## src/rtl/btn_pulse_gen.sv

```systemverilog
// btn_pulse_gen: synchronizes and debounces a raw button, emitting press/release/auto-repeat pulses
module btn_pulse_gen #(
  parameter int DEBOUNCE_CYCLES = 10000,
  parameter int REPEAT_EN       = 1,
  parameter int REPEAT_DELAY    = 500000,
  parameter int REPEAT_RATE     = 100000,
  parameter int BTN_ACTIVE_LOW  = 1
) (
  input  logic clk,
  input  logic reset,
  input  logic btn_in,
  output logic btn_level,
  output logic press_pulse,
  output logic release_pulse,
  output logic repeat_pulse,
  output logic en_pulse
);
  localparam int DW = $clog2(DEBOUNCE_CYCLES + 1);
  localparam int RW = $clog2((REPEAT_DELAY > REPEAT_RATE ? REPEAT_DELAY : REPEAT_RATE) + 1);
  localparam logic IDLE_RAW = (BTN_ACTIVE_LOW != 0);
  localparam logic RPT = (REPEAT_EN != 0);
  localparam logic [1:0] RELEASED    = 2'd0;
  localparam logic [1:0] HELD_DELAY  = 2'd1;
  localparam logic [1:0] HELD_REPEAT = 2'd2;
  logic sync1_q, sync2_q, s_sync;
  logic [DW-1:0] dcnt_q, dcnt_d;
  logic [RW-1:0] rcnt_q, rcnt_d, thr;
  logic [1:0] state_q, state_d;
  logic level_q, level_d, flip, held, tick;
  logic press_q, press_d, release_q, release_d, repeat_q, repeat_d, en_q, en_d;
  always_comb begin
    s_sync    = sync2_q ^ IDLE_RAW;
    flip      = (s_sync != level_q) && (dcnt_q == DW'(DEBOUNCE_CYCLES - 1));
    dcnt_d    = (s_sync == level_q || flip) ? '0 : dcnt_q + DW'(1);
    level_d   = level_q ^ flip;
    press_d   = flip && !level_q;
    release_d = flip && level_q;
    held      = state_q != RELEASED;
    thr       = state_q == HELD_DELAY ? RW'(REPEAT_DELAY - 1) : RW'(REPEAT_RATE - 1);
    tick      = RPT && held && !release_d && (rcnt_q == thr);
    repeat_d  = tick;
    en_d      = press_d || tick;
    state_d   = release_d ? RELEASED : press_d ? HELD_DELAY : tick ? HELD_REPEAT : state_q;
    rcnt_d    = (release_d || press_d || tick) ? '0 : (RPT && held) ? rcnt_q + RW'(1) : rcnt_q;
  end
  always_ff @(posedge clk) begin
    if (reset) begin
      sync1_q   <= IDLE_RAW;
      sync2_q   <= IDLE_RAW;
      dcnt_q    <= '0;
      rcnt_q    <= '0;
      state_q   <= RELEASED;
      level_q   <= 1'b0;
      press_q   <= 1'b0;
      release_q <= 1'b0;
      repeat_q  <= 1'b0;
      en_q      <= 1'b0;
    end else begin
      sync1_q   <= btn_in;
      sync2_q   <= sync1_q;
      dcnt_q    <= dcnt_d;
      rcnt_q    <= rcnt_d;
      state_q   <= state_d;
      level_q   <= level_d;
      press_q   <= press_d;
      release_q <= release_d;
      repeat_q  <= repeat_d;
      en_q      <= en_d;
    end
  end
  assign btn_level     = level_q;
  assign press_pulse   = press_q;
  assign release_pulse = release_q;
  assign repeat_pulse  = repeat_q;
  assign en_pulse      = en_q;
endmodule

```

## config.mk

```make
export PLATFORM = sky130hd
export DESIGN_NAME = btn_pulse_gen
export DESIGN_NICKNAME = d
export VERILOG_FILES = /design/src/rtl/btn_pulse_gen.sv
export SDC_FILE = /design/constraint.sdc
export NUM_CORES = 1
export LEC_CHECK = 0
export CELL_PAD_IN_SITES_DETAIL_PLACEMENT = 1
export CELL_PAD_IN_SITES_GLOBAL_PLACEMENT = 1
export CORE_MARGIN = 2
export CORE_UTILIZATION = 48
export CTS_CLUSTER_DIAMETER = 200
export DETAILED_ROUTE_END_ITERATION = 10
export PLACE_DENSITY_LB_ADDON = 0.1
export SYNTH_ARGS = -nofsm -noshare
export SYNTH_HDL_FRONTEND = slang
export SYNTH_SLANG_ARGS = --single-unit
```

## constraint.sdc

```tcl
create_clock -name clk -period 4.1 [get_ports clk]
set_clock_uncertainty 0.05 [all_clocks]
set_input_delay 0.615 -clock clk [delete_from_list [all_inputs] [get_ports clk]]
set_output_delay 0.615 -clock clk [all_outputs]
set_load 0.03 [all_outputs]
```

== Word level (Yosys, flattened, before mapping) ==
Cells that the tools add are included.
W data, S select, Z words.

* Equality and inequality tests: 5
* Add/subtract/negate cells: 2
* Reductions and logical operators: 17
* Multiplexer cells: 3
* Bitwise gates (word level): 2

{| class="wikitable"
|+ Operators with widths
! cell !! count
|-
| $add A19 B1 Y19 const B || 1
|-
| $eq A19 B19 Y1 || 1
|-
| $mux W19 || 1
|-
| $add A14 B1 Y14 const B || 1
|-
| $eq A14 B14 Y1 const B || 1
|-
| $reduce_or A2 Y1 || 3
|-
| $logic_and A1 B1 Y1 || 5
|-
| $logic_or A1 B1 Y1 || 4
|-
| $reduce_bool A2 Y1 || 2
|-
| $reduce_or A3 Y1 || 1
|-
| $eq A2 B1 Y1 const B || 1
|-
| $logic_not A1 Y1 || 2
|-
| $mux W1 || 2
|-
| $eq A1 B1 Y1 || 1
|-
| $ne A1 B1 Y1 || 1
|-
| $not A1 Y1 || 1
|-
| $xor A1 B1 Y1 || 1
|}

* Output and inout port bits: 5
* Bits of input ports: 3
* Register bits after elaboration: 42
* Word-level logic and storage cells: 40

== Logic depth before layout (Yosys ltp) ==
Gate-level depths: netlist (run 1).

* Depth after elaboration: 9
* Mapped depth: 10
* Depth with buffers taken out: 9

== Worst setup path after synthesis (run 1) ==
Ideal clock, no wire load.

* Path type: register to register
* Start: register dcnt_q[0]
* End: register rcnt_q[3]
* Clock period less this slack: 2.567 ns
* Library setup time: 0.132 ns
* Arrival time: 2.385 ns
* Stages on the path, launching flop included: 11
* Path buffers: 1
* Path slack: 1.533 ns
* Data required time: 3.918 ns
* Cell sequence: dfxtp_1 -> ha_1 -> nand3_1 -> nor4_1 -> nor2b_1 -> ha_1 -> or4_1 -> nand2b_4 -> a2111oi_4 -> buf_6 -> nor3_2

* Cells in the longest elaborated chain, start to end: 8
* Elaborated cells between the ends (all ways): 10
* Those cells by class: eq/ne: 1; reduce/logical: 9

{| class="wikitable"
|+ RTL lines
! item !! line !! source
|-
| start, declared || 26 || <nowiki>logic [DW-1:0] dcnt_q, dcnt_d;</nowiki>
|-
| start signal, assigned || 61 || <nowiki>dcnt_q <= dcnt_d;</nowiki>
|-
| $eq A14 B14 Y1 (*) || 33 || <nowiki>flip = (s_sync != level_q) && (dcnt_q == DW'(DEBOUNCE_CYCLES - 1));</nowiki>
|-
| $logic_and A1 B1 Y1 (*) || 33 ||
|-
| $logic_and A1 B1 Y1 (*) || 37 || <nowiki>release_d = flip && level_q;</nowiki>
|-
| net release_d || 30 || <nowiki>logic press_q, press_d, release_q, release_d, repeat_q, repeat_d, en_q, en_d;</nowiki>
|-
| $logic_not A1 Y1 || 40 || <nowiki>tick = RPT && held && !release_d && (rcnt_q == thr);</nowiki>
|-
| $logic_and A1 B1 Y1 (2 in a row) || 40 ||
|-
| $logic_or A1 B1 Y1 (*) || 44 || <nowiki>rcnt_d = (release_d || press_d || tick) ? '0 : (RPT && held) ? rcnt_q + RW'(1) : rcnt_q;</nowiki>
|-
| $reduce_or A2 Y1 (no line) (*) || - ||
|-
| end signal, assigned || 62 || <nowiki>rcnt_q <= rcnt_d;</nowiki>
|-
| end, declared || 27 || <nowiki>logic [RW-1:0] rcnt_q, rcnt_d, thr;</nowiki>
|}

Mark *: on every way through the listed nets, which the timed path passes. The rest lies on a longest branch.
A chain may end at the register's enable or synchronous reset.

== Worst setup path after layout (run 1) ==
* Start: register dcnt_q[7]
* End: register rcnt_q[8]

Same word-level chain as after synthesis.

==> results of run 1 <==
[Yosys cell counts (all sizes together), types with 2 or more instances]
master	n	area share, %
inv	8	1.5
nor3	18	5.9
nor2b	2	0.64
or3	5	1.9
o31ai	3	1.2
a2111oi	2	1.9
nand2	11	2.1
dfxtp	42	43
nor4	3	0.96
nand2b	3	1.3
and4	2	0.96
or4b	2	1.0
o21ai	5	1.3
ha	4	2.6
a211oi	7	2.7
xnor2	15	6.7
xor2	10	4.5
nand4	9	2.9
or2	2	0.64
a21oi	2	0.51
nand3	12	3.1
nor2	24	4.6
buf	5	2.0
or4	4	1.5
clkbuf	3	0.64
[cell type report]
class | instances | area, µm² | area share, %
flip-flops and latches | 42 | 841 | 38.9
inverters | 8 | 30.0 | 1.39
multi-input cells | 154 | 1030 | 47.9
clock inverters | 3 | 45.0 | 2.09
clock buffers | 5 | 68.8 | 3.19
repair buffers | 8 | 77.6 | 3.59
well taps | 50 | 62.6 | 2.90
[metrics by stage]
step	util (%)	cells	total power, mW	hold WS (ns)	area, µm²
6_report	54.4	270	0.750	0.377	2160
4_1_cts	54.4	270	0.761	0.386	2160
2_1_floorplan	-	212	0.427	0.339	1960
5_1_grt	54.4	270	0.782	0.406	2160
3_5_place_dp	51.5	262	0.429	0.362	2050
3_3_place_gp	51.5	262	0.428	0.342	2050
[power by group]
part	leakage, nW	total, mW	switching (mW)	internal [mW]
Combinational	0.272	0.00968	0.00677	0.00291
Clock	0.0504	0.331	0.150	0.181
Sequential	0.339	0.409	0.000641	0.409
[critical path, cell delays in order, from the launching register on]
cell	delay [ns]
sky130_fd_sc_hd__dfxtp_1	0.36
sky130_fd_sc_hd__or4b_2	0.67
sky130_fd_sc_hd__nor4_1	0.40
sky130_fd_sc_hd__nor2b_1	0.26
sky130_fd_sc_hd__ha_1	0.22
sky130_fd_sc_hd__nor2_1	0.08
sky130_fd_sc_hd__nand2_1	0.61
sky130_fd_sc_hd__nor3_1	0.14
[cells in the final DEF (no fill, tap or decap), types with 4 or more instances in the layout]
cell type	count
sky130_fd_sc_hd__nor3_2	5
sky130_fd_sc_hd__clkbuf_8	5
sky130_fd_sc_hd__inv_1	8
sky130_fd_sc_hd__or3_1	4
sky130_fd_sc_hd__xnor2_1	15
sky130_fd_sc_hd__dfxtp_1	42
sky130_fd_sc_hd__ha_1	4
sky130_fd_sc_hd__nand3_1	12
sky130_fd_sc_hd__a211oi_1	7
sky130_fd_sc_hd__nor2_1	24
sky130_fd_sc_hd__nand2_1	11
sky130_fd_sc_hd__clkdlybuf4s50_1	7
sky130_fd_sc_hd__o21ai_0	5
sky130_fd_sc_hd__xor2_1	10
sky130_fd_sc_hd__nor3_1	13
sky130_fd_sc_hd__nand4_1	9
sky130_fd_sc_hd__or4_1	4
[worst min path at each step]
stage	cells past startpoint	endpoint	slack, ns	startpoint
2_1_floorplan	1	sync2_q	0.34	sync1_q
3_3_place_gp	1	sync2_q	0.34	sync1_q
3_5_place_dp	1	sync2_q	0.36	sync1_q
4_1_cts	1	sync2_q	0.39	sync1_q
5_1_grt	1	sync2_q	0.41	sync1_q
6_report	1	sync2_q	0.38	sync1_q
[cell families after synthesis]
family	count (synthesis)	synth area share, %
and+or+nand+nor	101	29.2
DFF	42	42.9
xor gates and xnor gates	25	11.2
AOI/OAI and AO/OA	23	9.39
buffers and inverters	16	4.22
adders and majority gates	4	2.56
muxes	1	0.511
[registers in the layout (all words and copies together) (netlist names)]
signal / flops
btn_level: 1
en_pulse: 1
sync1_q: 1
dcnt_q: 14
state_q: 2
rcnt_q: 19
release_pulse: 1
press_pulse: 1
repeat_pulse: 1
sync2_q: 1
[routing by layer]
metal | share of wire (%) | routed length, µm | global-route usage (%) | vias up
li1 | - | - | - | 771
met5 | 0 | 0 | 0 | -
met1 | 47 | 2080 | 27.3 | 757
met2 | 48 | 2140 | 37.1 | 23
met4 | 1.4 | 61 | 7.50 | 0
met3 | 3.0 | 134 | 7.89 | 6
==> metrics.txt, run 1 <==
# TYPE chip_impl_metric gauge
chip_impl_metric{name="count_of_instances_resized_after_the_clock_tree_is_built",unit=""} 0
chip_impl_metric{name="dr.first_iter.drc_count",unit=""} 82
chip_impl_metric{name="totalWireLength",unit="µm"} 4420
chip_impl_metric{name="postRouteAntennaNets",unit=""} 0
chip_impl_metric{name="number_of_rows_in_the_core_area",unit=""} 23
chip_impl_metric{name="cts_hold_buf",unit=""} 0
chip_impl_metric{name="global_route_wire_length_before_repair",unit="µm"} 7580
chip_impl_metric{name="route.detailed.vias_per_inst",unit=""} 5.77
chip_impl_metric{name="synth-seq-area-share",unit="%"} 42.9
chip_impl_metric{name="synthesis.area",unit="µm²"} 1960
chip_impl_metric{name="syn_area_per_cell",unit="µm²"} 9.24
chip_impl_info{name="worstSetupEndpoint",value="rcnt_q[8]"} 1
chip_impl_info{name="crit_path_start_kind",value="flop"} 1
chip_impl_metric{name="fillCellCount",unit=""} 470
chip_impl_metric{name="last_weighted_congestion_value_of_the_routability_driven_placer",unit=""} 0.805
chip_impl_info{name="min-delay-path-class",value="reg2reg"} 1
chip_impl_metric{name="post-dp-hpwl",unit="µm"} 3210
chip_impl_metric{name="post-route-period-util",unit="%"} 71.9
chip_impl_info{name="clk_root_buffer_cell",value="sky130_fd_sc_hd__clkbuf_8"} 1
chip_impl_metric{name="setup_slack",unit="ns"} 1.15
chip_impl_metric{name="max-slew-margin-rel",unit="%"} 46.6
chip_impl_metric{name="cts_buffer_depth",unit=""} 2
chip_impl_info{name="r2r-start",value="dcnt_q[7]"} 1
chip_impl_metric{name="floorplan.core_area",unit="µm²"} 3970
chip_impl_metric{name="syn_inst",unit=""} 212
chip_impl_info{name="crit-reg2reg-capture",value="rcnt_q[8]"} 1
chip_impl_metric{name="drc_errors",unit=""} 0
chip_impl_metric{name="crit_fanout",unit=""} 20
chip_impl_info{name="cts_tree",value="built"} 1
chip_impl_metric{name="place.port_buffers",unit=""} 7
chip_impl_metric{name="synth_warnings",unit=""} 0
chip_impl_metric{name="detailedPlace.worstSlack",unit="ns"} 1.16
chip_impl_metric{name="setup.reg_to_reg.worst_slack",unit="ns"} 1.15
chip_impl_metric{name="fp.dieW",unit="µm"} 67.9
chip_impl_metric{name="floorplan.initialDensity",unit="%"} 49.3
chip_impl_metric{name="die_h",unit="µm"} 67.9
chip_impl_metric{name="cts_max_level",unit=""} 2
chip_impl_metric{name="power_density",unit="nW/µm²"} 347
chip_impl_metric{name="drive_above_1_share",unit="%"} 10.0
chip_impl_metric{name="post_synth_cell_types",unit=""} 42
chip_impl_metric{name="tightestPinTransition",unit="ns"} 0.799
chip_impl_metric{name="timing_max_transition_violations_final",unit=""} 0
chip_impl_metric{name="postCtsSetupBuffers",unit=""} 0
chip_impl_metric{name="grt.overflow.total",unit=""} 0
chip_impl_metric{name="hold_violations",unit=""} 0
chip_impl_metric{name="cts_inserted_buffers",unit=""} 5
chip_impl_info{name="cp-end-kind",value="flop"} 1
chip_impl_metric{name="synth_enable_flop_cells",unit=""} 0
chip_impl_metric{name="fin_setup_tns",unit="ns"} 0
chip_impl_metric{name="tritoncts_num_sinks",unit=""} 42
chip_impl_info{name="crit_start",value="dcnt_q[7]"} 1
chip_impl_metric{name="first_global_vias",unit=""} 1605
chip_impl_metric{name="gr-usage-all-layers",unit="%"} 22.5
chip_impl_metric{name="die_footprint",unit="µm²"} 4610
chip_impl_metric{name="grt_start_max_net_pins",unit=""} 21
chip_impl_info{name="outcome",value="complete, no violations"} 1
chip_impl_metric{name="grt_antenna_before_repair",unit=""} 0
chip_impl_info{name="path_class",value="reg2reg"} 1
chip_impl_metric{name="cts.clk_slew.worst_paths",unit="ns"} 0.08
chip_impl_metric{name="syn-num-nets",unit=""} 219
chip_impl_info{name="setup_repair_after_global_routing_missed_its_margin",value="no"} 1
chip_impl_metric{name="drt_first_pass_iters",unit=""} 4
chip_impl_metric{name="final.min_clock_period",unit="ns"} 2.95
chip_impl_metric{name="antennaDiodeCount",unit=""} 0
chip_impl_metric{name="io-pin-count",unit=""} 8
chip_impl_metric{name="ys_ff_latch",unit=""} 42
chip_impl_metric{name="worst_skew_pair.late_latency",unit="ns"} 0.30
chip_impl_metric{name="num-nets-final",unit=""} 226
chip_impl_metric{name="route.vias.total",unit=""} 1557
chip_impl_metric{name="synthToLayoutAreaGrowth",unit="%"} 10.3
chip_impl_metric{name="async_flop_share",unit="%"} 0
chip_impl_metric{name="r2r.worst_path.cells",unit=""} 7
chip_impl_metric{name="vdd_ir_drop_max",unit="mV"} 0.201
chip_impl_metric{name="max-cap-violations",unit=""} 0
chip_impl_metric{name="cp_data_arrival_time",unit="ns"} 3.05
chip_impl_info{name="synth-main-ff-cell",value="sky130_fd_sc_hd__dfxtp_1"} 1
chip_impl_metric{name="power.static_leakage",unit="nW"} 0.661
chip_impl_metric{name="setup_viol",unit=""} 0
chip_impl_metric{name="max_freq",unit="MHz"} 339
chip_impl_metric{name="detail_route.wl_per_cell",unit="µm"} 16.4
chip_impl_metric{name="worstPathRequired",unit="ns"} 4.20
Note: power is estimated with default switching activity, not from simulation.
==> run 2, diff against run 1 <==
--- a/config.mk
+++ b/config.mk
@@ -8,7 +8,7 @@
 export CELL_PAD_IN_SITES_DETAIL_PLACEMENT = 1
 export CELL_PAD_IN_SITES_GLOBAL_PLACEMENT = 1
 export CORE_MARGIN = 2
-export CORE_UTILIZATION = 48
+export CORE_UTILIZATION = 46
 export CTS_CLUSTER_DIAMETER = 200
 export DETAILED_ROUTE_END_ITERATION = 10
 export PLACE_DENSITY_LB_ADDON = 0.1
==> constraint.sdc (replaced) <==
create_clock -name clk -period 2.9 [get_ports clk]
set_clock_uncertainty 0.05 [all_clocks]
set_input_delay 0.435 -clock clk [delete_from_list [all_inputs] [get_ports clk]]
set_output_delay 0.435 -clock clk [all_outputs]
set_load 0.03 [all_outputs]
==> run 2 against run 1 <==
- wire length up 1.5%
- non-clock buffer count increased by 2
- sequential power grew 42%
- first-iteration DRC count down 30%
- via count increased by 1.2%
- worst setup slack worse by 0.98 ns
- power is 40% higher
- critical path type unchanged
- sequential cell count stayed put
==> metrics.txt, run 2 (synthesis results as in run 1) <==
# TYPE chip_impl_metric gauge
chip_impl_metric{name="tightestPinTransition",unit="ns"} 0.610
chip_impl_metric{name="cts.clk_slew.worst_paths",unit="ns"} 0.08
chip_impl_metric{name="setup_slack",unit="ns"} 0.172
chip_impl_metric{name="max_freq",unit="MHz"} 367
chip_impl_metric{name="grt_start_max_net_pins",unit=""} 21
chip_impl_metric{name="dp_cells",unit=""} 264
chip_impl_metric{name="power.static_leakage",unit="nW"} 0.689
chip_impl_metric{name="io-pin-count",unit=""} 8
chip_impl_info{name="outcome",value="complete, no violations"} 1
chip_impl_metric{name="worst_skew_pair.late_latency",unit="ns"} 0.29
chip_impl_info{name="setup_repair_after_global_routing_missed_its_margin",value="no"} 1
chip_impl_metric{name="post-dp-hpwl",unit="µm"} 3280
chip_impl_metric{name="dpl-instance-area",unit="µm²"} 2060
chip_impl_metric{name="floorplan.initialDensity",unit="%"} 48.3
chip_impl_info{name="topRoutingLayerUsed",value="met4"} 1
chip_impl_metric{name="post_route_cell_area",unit="µm²"} 2190
chip_impl_metric{name="end_of_flow_core_utilization",unit="%"} 53.9
chip_impl_info{name="max_flop_register",value="rcnt_q"} 1
chip_impl_info{name="min-delay-path-class",value="reg2reg"} 1
chip_impl_metric{name="drc_errors",unit=""} 0
chip_impl_metric{name="worstPathRequired",unit="ns"} 3.05
chip_impl_info{name="crit_path_start_kind",value="flop"} 1
chip_impl_metric{name="pwr-share-seq",unit="%"} 55.2
chip_impl_info{name="cts_tree",value="built"} 1
chip_impl_metric{name="p_comb_share",unit="%"} 1.4
chip_impl_metric{name="grt.overflow.total",unit=""} 0
chip_impl_info{name="cp-end-kind",value="flop"} 1
chip_impl_metric{name="num-nets-final",unit=""} 228
chip_impl_metric{name="cpPeakStageDelay",unit="ns"} 0.72
chip_impl_metric{name="post-route-period-util",unit="%"} 94.1
chip_impl_metric{name="whs",unit="ns"} 0.370
chip_impl_info{name="timing.critical_path.cells",value="or4b_2 > nor4_4 > nor2b_2 > ha_1 > or4_1 > nand2b_4 > a2111oi_4 > buf_4 > nor3_1"} 1
chip_impl_metric{name="max-cap-violations",unit=""} 0
chip_impl_metric{name="global_route_wire_length_before_repair",unit="µm"} 7850
chip_impl_metric{name="die_h",unit="µm"} 69.2
chip_impl_metric{name="switching_share",unit="%"} 19.9
chip_impl_metric{name="totalWireLength",unit="µm"} 4490
chip_impl_metric{name="area_of_combinational_cells_with_multiple_inputs",unit="µm²"} 1050
chip_impl_info{name="critPathSlowestCell",value="sky130_fd_sc_hd__or4b_2"} 1
chip_impl_metric{name="fillCellCount",unit=""} 468
chip_impl_metric{name="drt_first_pass_iters",unit=""} 4
chip_impl_info{name="mostFrequentLayoutCells",value="sky130_fd_sc_hd__dfxtp_1, sky130_fd_sc_hd__nor2_1, sky130_fd_sc_hd__xnor2_1"} 1
chip_impl_metric{name="share_clk_of_total_power",unit="%"} 43.4
chip_impl_metric{name="totalPowerFinal",unit="mW"} 1.05
chip_impl_metric{name="layoutNonFillerInstCount",unit=""} 272
chip_impl_metric{name="number_of_rows_in_the_core_area",unit=""} 23
chip_impl_metric{name="route.detailed.vias_per_inst",unit=""} 5.79
chip_impl_metric{name="cp_data_arrival_time",unit="ns"} 2.88
chip_impl_metric{name="detailedPlace.worstSlack",unit="ns"} 0.149
chip_impl_metric{name="layout.area.seq",unit="µm²"} 841
chip_impl_metric{name="crit_fanout",unit=""} 12
chip_impl_metric{name="die_footprint",unit="µm²"} 4790
chip_impl_metric{name="vdd_ir_drop_max",unit="mV"} 0.369
chip_impl_metric{name="antennaDiodeCount",unit=""} 0
chip_impl_metric{name="netSwitchingPower",unit="mW"} 0.209
chip_impl_metric{name="route.vias.total",unit=""} 1575
chip_impl_metric{name="floorplan.core_area",unit="µm²"} 4060
chip_impl_metric{name="timing_max_transition_violations_final",unit=""} 0
chip_impl_metric{name="met1Wirelength",unit="µm"} 2070
chip_impl_metric{name="detail_route.wl_per_cell",unit="µm"} 16.5
chip_impl_metric{name="place.port_buffers",unit=""} 7
chip_impl_metric{name="tritoncts_num_sinks",unit=""} 42
chip_impl_metric{name="worst-path-buf-inv",unit=""} 1
chip_impl_info{name="timing.critical_path.max_delay_family",value="simple AND/OR/NAND/NOR gates"} 1
chip_impl_metric{name="drive_above_1_share",unit="%"} 11.3
chip_impl_metric{name="cts_buffer_depth",unit=""} 2
chip_impl_metric{name="detailroute.wirelength.met2",unit="µm"} 2220
chip_impl_metric{name="cts_hold_buf",unit=""} 0
chip_impl_metric{name="hold_violations",unit=""} 0
chip_impl_metric{name="fp.dieW",unit="µm"} 69.2
chip_impl_metric{name="postRouteAntennaNets",unit=""} 0
chip_impl_metric{name="final.min_clock_period",unit="ns"} 2.73
chip_impl_info{name="layout.cells.most_common",value="sky130_fd_sc_hd__dfxtp_1"} 1
chip_impl_metric{name="last_weighted_congestion_value_of_the_routability_driven_placer",unit=""} 0.859
chip_impl_metric{name="largest_register_ff_count",unit=""} 19
chip_impl_metric{name="first_global_vias",unit=""} 1683
chip_impl_metric{name="met3WireLength",unit="µm"} 119
chip_impl_metric{name="cts_inserted_buffers",unit=""} 5
chip_impl_metric{name="fin_setup_tns",unit="ns"} 0
chip_impl_metric{name="p_int",unit="mW"} 0.840
chip_impl_metric{name="dr.first_iter.drc_count",unit=""} 57
chip_impl_metric{name="setup_viol",unit=""} 0
chip_impl_info{name="largestRegisters",value="rcnt_q x19, dcnt_q x14, state_q x2"} 1
chip_impl_metric{name="power_density",unit="nW/µm²"} 479
chip_impl_metric{name="gr-usage-all-layers",unit="%"} 20.2
chip_impl_metric{name="grt_antenna_before_repair",unit=""} 0
chip_impl_info{name="path_class",value="reg2reg"} 1
chip_impl_metric{name="synthToLayoutAreaGrowth",unit="%"} 11.8
chip_impl_metric{name="max-slew-margin-rel",unit="%"} 59.1
chip_impl_info{name="clk_root_buffer_cell",value="sky130_fd_sc_hd__clkbuf_8"} 1
chip_impl_metric{name="cts_max_level",unit=""} 2
[run 2: per-layer routing]
layer  track usage, %  vias up
li1                 -      769
met1             25.0      775
met2             34.8       21
met3             5.09       10
met4             5.45        0
met5                0        -
[run 2: power groups by stage]
| stage | combinational [mW] | clock, mW | sequential (mW) |
|---|---|---|---|
| finish | 0.0151 | 0.455 | 0.579 |
| global route | 0.0166 | 0.495 | 0.579 |
| CTS | 0.0150 | 0.471 | 0.579 |
| detailed placement | 0.0150 | 0 | 0.592 |
| global placement | 0.0144 | 0 | 0.592 |
| floorplan | 0.0111 | 0 | 0.592 |
[run 2: cell type report]
| cell class | count | area share (%) |
|---|---|---|
| Multi-Input combinational cell | 154 | 48.1 |
| Sequential cell | 42 | 38.4 |
| Timing Repair Buffer | 10 | 4.23 |
| Clock buffer | 6 | 3.32 |
| Tap cell | 50 | 2.86 |
| Clock inverter | 2 | 1.72 |
| Inverter | 8 | 1.37 |
[run 2: worst paths after layout]
kind         cells past startpoint  slack [ns]       from        end
min reg2reg                      1        0.37    sync1_q    sync2_q
max reg2reg                      9        0.17  dcnt_q[7]  rcnt_q[8]
max                              9        0.17  dcnt_q[7]  rcnt_q[8]
min                              1        0.37    sync1_q    sync2_q
[run 2: timing repair]
item                                   CTS  global route
setup buffers                            0             0
endpoints found under the hold margin    0             0
setup endpoints to repair                0            18
resized for setup                        0             3
